**src/rtl/sdrx_frame.sv**
```systemverilog
// SD card 4-bit data-block receiver: finds the start bit, assembles bytes from
// nibble pairs, checks one CRC16 per DAT line and verifies the end bit.
module sdrx_frame #(
   parameter int LGMAXBLK = 9
) (
   input  logic       i_clk,
   input  logic       i_reset,
   input  logic       i_start,
   input  logic       i_abort,
   input  logic [3:0] i_lgblk,
   input  logic       i_stb,
   input  logic [3:0] i_data,
   output logic       o_byte_stb,
   output logic [7:0] o_byte,
   output logic       o_done,
   output logic       o_crc_err,
   output logic       o_frame_err,
   output logic       o_busy
);

   localparam int CW = LGMAXBLK + 2;

   typedef enum logic [2:0] {
      IDLE,
      WAIT_START,
      DATA,
      CRC,
      ENDBIT
   } state_t;

   state_t        state;
   state_t        state_next;
   logic [3:0]    len;
   logic [3:0]    lg_clamp;
   logic [CW-1:0] cnt;
   logic [CW-1:0] last_nib;
   logic [3:0]    hi_nib;
   logic [15:0]   crc [4];
   logic          crc_bad;

   logic arm;
   logic abort_now;
   logic finish;
   logic frame_bad;
   logic byte_fire;
   logic hi_load;
   logic crc_shift;
   logic cnt_inc;
   logic cnt_clr;

   function automatic logic [15:0] crc_step(input logic [15:0] c, input logic b);
      crc_step = {c[14:0], 1'b0} ^ (((c[15] ^ b) == 1'b1) ? 16'h1021 : 16'h0000);
   endfunction

   always_comb begin
      if (i_lgblk < 4'd2)
         lg_clamp = 4'd2;
      else if (int'(i_lgblk) > LGMAXBLK)
         lg_clamp = 4'(LGMAXBLK);
      else
         lg_clamp = i_lgblk;
   end

   // A block of 2^len bytes is 2<<len nibbles; the counter runs 0 .. last_nib.
   assign last_nib = (CW'(2) << len) - CW'(1);
   assign crc_bad  = (crc[0] != 16'h0) || (crc[1] != 16'h0) ||
                     (crc[2] != 16'h0) || (crc[3] != 16'h0);
   assign o_busy   = (state != IDLE) || o_done;

   always_ff @(posedge i_clk) begin
      if (i_reset)
         state <= IDLE;
      else
         state <= state_next;
   end

   always_comb begin
      state_next = state;
      arm        = 1'b0;
      abort_now  = 1'b0;
      finish     = 1'b0;
      frame_bad  = 1'b0;
      byte_fire  = 1'b0;
      hi_load    = 1'b0;
      crc_shift  = 1'b0;
      cnt_inc    = 1'b0;
      cnt_clr    = 1'b0;
      if (state == IDLE) begin
         if (i_start) begin
            arm        = 1'b1;
            state_next = WAIT_START;
         end
      end else if (i_abort) begin
         abort_now  = 1'b1;
         state_next = IDLE;
      end else if (i_stb) begin
         case (state)
            WAIT_START: begin
               if (i_data == 4'h0) begin
                  state_next = DATA;
               end else if (i_data != 4'hF) begin
                  frame_bad  = 1'b1;
                  finish     = 1'b1;
                  state_next = IDLE;
               end
            end
            DATA: begin
               crc_shift = 1'b1;
               cnt_inc   = 1'b1;
               byte_fire = cnt[0];
               hi_load   = ~cnt[0];
               if (cnt == last_nib) begin
                  cnt_clr    = 1'b1;
                  state_next = CRC;
               end
            end
            CRC: begin
               crc_shift = 1'b1;
               cnt_inc   = 1'b1;
               if (cnt == CW'(15)) begin
                  cnt_clr    = 1'b1;
                  state_next = ENDBIT;
               end
            end
            ENDBIT: begin
               finish     = 1'b1;
               frame_bad  = (i_data != 4'hF);
               state_next = IDLE;
            end
            default: state_next = IDLE;
         endcase
      end
   end

   // Received CRC bits pass through the same registers, so a good line ends at zero.
   always_ff @(posedge i_clk) begin
      if (i_reset) begin
         len         <= 4'd0;
         cnt         <= '0;
         hi_nib      <= 4'd0;
         o_byte_stb  <= 1'b0;
         o_byte      <= 8'h00;
         o_done      <= 1'b0;
         o_crc_err   <= 1'b0;
         o_frame_err <= 1'b0;
         for (int k = 0; k < 4; k++)
            crc[k] <= 16'h0;
      end else begin
         o_byte_stb <= byte_fire;
         o_done     <= finish | abort_now;
         if (arm) begin
            len         <= lg_clamp;
            o_crc_err   <= 1'b0;
            o_frame_err <= 1'b0;
         end
         if (arm || cnt_clr)
            cnt <= '0;
         else if (cnt_inc)
            cnt <= cnt + CW'(1);
         for (int k = 0; k < 4; k++) begin
            if (arm)
               crc[k] <= 16'h0;
            else if (crc_shift)
               crc[k] <= crc_step(crc[k], i_data[k]);
         end
         if (hi_load)
            hi_nib <= i_data;
         if (byte_fire)
            o_byte <= {hi_nib, i_data};
         if (frame_bad || abort_now)
            o_frame_err <= 1'b1;
         if (finish && crc_bad)
            o_crc_err <= 1'b1;
      end
   end

endmodule

```
**config.mk**
```make
export PLATFORM = sky130hd
export DESIGN_NAME = sdrx_frame
export DESIGN_NICKNAME = d
export VERILOG_FILES = /design/src/rtl/sdrx_frame.sv
export SDC_FILE = /design/constraint.sdc
export NUM_CORES = 1
export LEC_CHECK = 0
export CORE_UTILIZATION = 40
export CTS_BUF_LIST = sky130_fd_sc_hd__clkbuf_4
export DETAILED_ROUTE_END_ITERATION = 10
export PLACE_DENSITY = 0.55
export SYNTH_ARGS = -nofsm -noshare
export SYNTH_HDL_FRONTEND = slang
export SYNTH_SLANG_ARGS = --single-unit
export TNS_END_PERCENT = 30
```
**constraint.sdc**
```tcl
create_clock -name i_clk -period 10.85 [get_ports i_clk]
set_input_delay 2.17 -clock i_clk [delete_from_list [all_inputs] [get_ports i_clk]]
set_output_delay 2.17 -clock i_clk [all_outputs]
set_load 0.05 [all_outputs]
```
==> impl_metrics.py <==
metrics = {
    "drt": {
        "vias": 3043,
        "viasPerCell": 5.41,
        "drt-wirelength-per-cell_um": 16.0,
        "drtIter0Drc": 238,
        "postRouteAntennaNets": 0,
        "wl_um": 9000,
        "dr.pass1.iters": 4,
        "drc_errors": 0,
    },
    "yosys": {
        "synthTopCellsByArea": "edfxtp_1 43%, dfxtp_1 15%, and3_1 8.5%",
        "async_flop_share": 0,
        "synth_nets": 418,
        "syn-cell-area_um2": 4500,
        "ys_seq_area_frac": 0.578,
        "avgSynthCellArea_um2": 11.2,
        "synth_ff_type": "edfxtp_1",
        "synth_largest_area_cell": "edfxtp_1",
        "synth_warnings": 0,
        "synth.distinct_cells": 51,
        "synth_edf_count": 64,
        "ys_ff_latch": 98,
        "netlist.area_leader.share": 0.427,
        "synth_cells": 403,
    },
    "floorplan": {
        "core_um2": 10900,
        "boundaryPins": 26,
        "start_util": 0.413,
        "die_height_um": 108,
        "chipWidth_um": 108,
        "die-area_um2": 11700,
        "num_rows": 38,
    },
    "clock_network": {
        "clk_path_buf_depth": 2,
        "cts_made_buffers": 9,
        "cts_tree": "built",
        "clk_pin_slew_ns": 0.15,
        "htree_levels": 3,
        "cts_root_buffer": "clkbuf_4",
        "cts_resized": 0,
        "clk_latency_ns": 0.45,
        "clock_sinks": 98,
        "cts_hold_buf": 0,
        "cts_setup_buffers": 0,
    },
    "grt": {
        "antenna_found_initial": 0,
        "grt_usage": 0.162,
        "grt-ovfl-total": 0,
        "grt_max_degree": 64,
        "grt_pass1_wl_um": 14400,
        "grt_pass1_vias": 2741,
    },
    "job": {
        "cap_violations": 0,
    },
    "finish": {
        "drive_above_1_share": 0.0640,
        "multi_input_area_um2": 1780,
        "antennaDiodeCount": 0,
        "final_cell_area_um2": 5020,
        "final_common_cell": "edfxtp_1",
        "regArea_um2": 2600,
        "nFillCells": 1029,
        "final_cell_mix": "64 x edfxtp_1, 61 x and3_1, 46 x nor2_1",
        "syn_to_final_growth_pct": 11.5,
        "nets": 432,
        "layoutNonFillerInstCount": 562,
    },
    "pwr": {
        "power.density_nw_per_um2": 146,
        "vdd_drop_max_mv": 0.0751,
        "p_leak_nw": 2.03,
    },
    "setup_path": {
        "startpoint_type": "flop",
        "cp_data_required_time_ns": 8.68,
        "path_depth": 3,
        "reg2reg_setup_slack_ns": 7.89,
        "path_max_fanout": 11,
        "cp_num_buf_inv": 1,
        "cp_top_family": "buffers and inverters",
        "rr_worst_depth": 10,
        "r2r_start": "len[3]",
        "path_cells": "nor3_1 > nand2b_1 > clkdlybuf4s50_1",
        "cp_slowest_cell": "clkdlybuf4s50_1",
        "slowest_delay_ns": 0.72,
        "crit_type": "reg -> out",
        "end_kind": "output port",
        "r2r_end": "cnt[3]",
        "cp.arrival_ns": 2.27,
    },
    "hold_path": {
        "holdPathEnd": "o_crc_err",
        "min_from": "o_crc_err",
        "holdPathStages": 2,
        "hold_path_class": "reg -> reg",
    },
    "timing": {
        "finClkSkew_ns": 0.0173,
        "whs_ns": 0.503,
        "fin_ws_ns": 6.41,
        "post-route-period-util": 0.410,
        "slew_headroom": 0.452,
        "setup_viol": 0,
        "final_max_slew_viol_count": 0,
        "final.setup.tns_ns": 0,
        "min_period_ns": 4.44,
        "rsz0062_at_grt": "false",
        "fmax_mhz": 225,
        "tightestPinTransition_ns": 0.820,
        "hold_viol_final": 0,
    },
    "place": {
        "post_dp_cell_area_um2": 4850,
        "finalWeightedCongestion": 0.756,
        "dpl.hpwl_um": 5740,
        "place_inst": 546,
        "pre_cts_slack_ns": 6.32,
        "io_buffers": 25,
    },
    "outcome": {
        "status": "completed",
    },
}
[Yosys cell counts (all sizes together) (6+ instances only)]
| cell | number |
|---|---|
| xor2 | 12 |
| and3 | 62 |
| nand3 | 6 |
| buf | 9 |
| o21ai | 10 |
| clkbuf | 17 |
| nor2 | 47 |
| nor4 | 23 |
| edfxtp | 64 |
| nand2 | 16 |
| mux2i | 13 |
| xnor2 | 17 |
| nand4 | 11 |
| nand2b | 9 |
| a21oi | 11 |
| dfxtp | 34 |
[how the worst max path moves through the flow]
stage / from / end / slack [ns]
floorplan: i_abort / crc[0][0] / 4.57
global placement: i_reset / crc[1][1] / 6.35
detailed placement: i_reset / crc[1][1] / 6.32
CTS: state[0] / o_busy / 6.35
global route: state[0] / o_busy / 6.19
finish: state[0] / o_busy / 6.41
[worst reg2reg max path, cell delays in order, from the launching register on]
cell and delay (ns):
dfxtp_1 0.54, nor4_4 0.39, inv_1 0.07, ha_1 0.35, nor2b_1 0.20, and3_1 0.18
o31ai_1 0.24, nand4_1 0.19, nor4_1 0.22, or2_1 0.38, nor2_1 0.09
[sequential cells by signal, summed over array words and instances (netlist names)]
name	count
len	4
hi_nib	4
state	3
cnt	11
o_done	1
o_byte	8
o_crc_err	1
crc	64
o_byte_stb	1
o_frame_err	1
[area by class of cell]
type | instances | area share
Clock inverter | 7 | 0.0199
Inverter | 3 | 0.00224
Clock buffer | 9 | 0.0135
Tap cell | 140 | 0.0349
Sequential cell | 98 | 0.518
Multi-Input combinational cell | 276 | 0.355
Timing Repair Buffer | 29 | 0.0558
[kinds of logic after synthesis]
family | Yosys count | synth area share
muxes | 15 | 0.0339
adders and majority gates | 2 | 0.00556
AOI/OAI and AO/OA | 34 | 0.0478
and+or+nand+nor | 196 | 0.249
DFF | 98 | 0.578
buffers and inverters | 29 | 0.0292
xor gates and xnor gates | 29 | 0.0564
[power breakdown]
group | switching [W] | internal, W
logic | 0.0000447 | 0.0000315
clock network | 0.000127 | 0.0000960
registers | 0.0000159 | 0.000417
total | 0.000188 | 0.000545
[metrics by stage]
step                total power [W]  utilization
floorplan                  0.000495            -
global placement           0.000518        0.446
detailed placement         0.000518        0.446
CTS                        0.000743        0.461
global route               0.000764        0.461
finish                     0.000733        0.461
[per-layer routing]
layer  vias to the layer above  GRT usage  share of wire
met1                      1463      0.237           0.52
met5                         -          0              0
li1                       1513          -              -
met2                        57      0.231           0.43
met4                         0     0.0646          0.015
met3                        10     0.0344          0.037
Power figures use the tool's default switching activity.
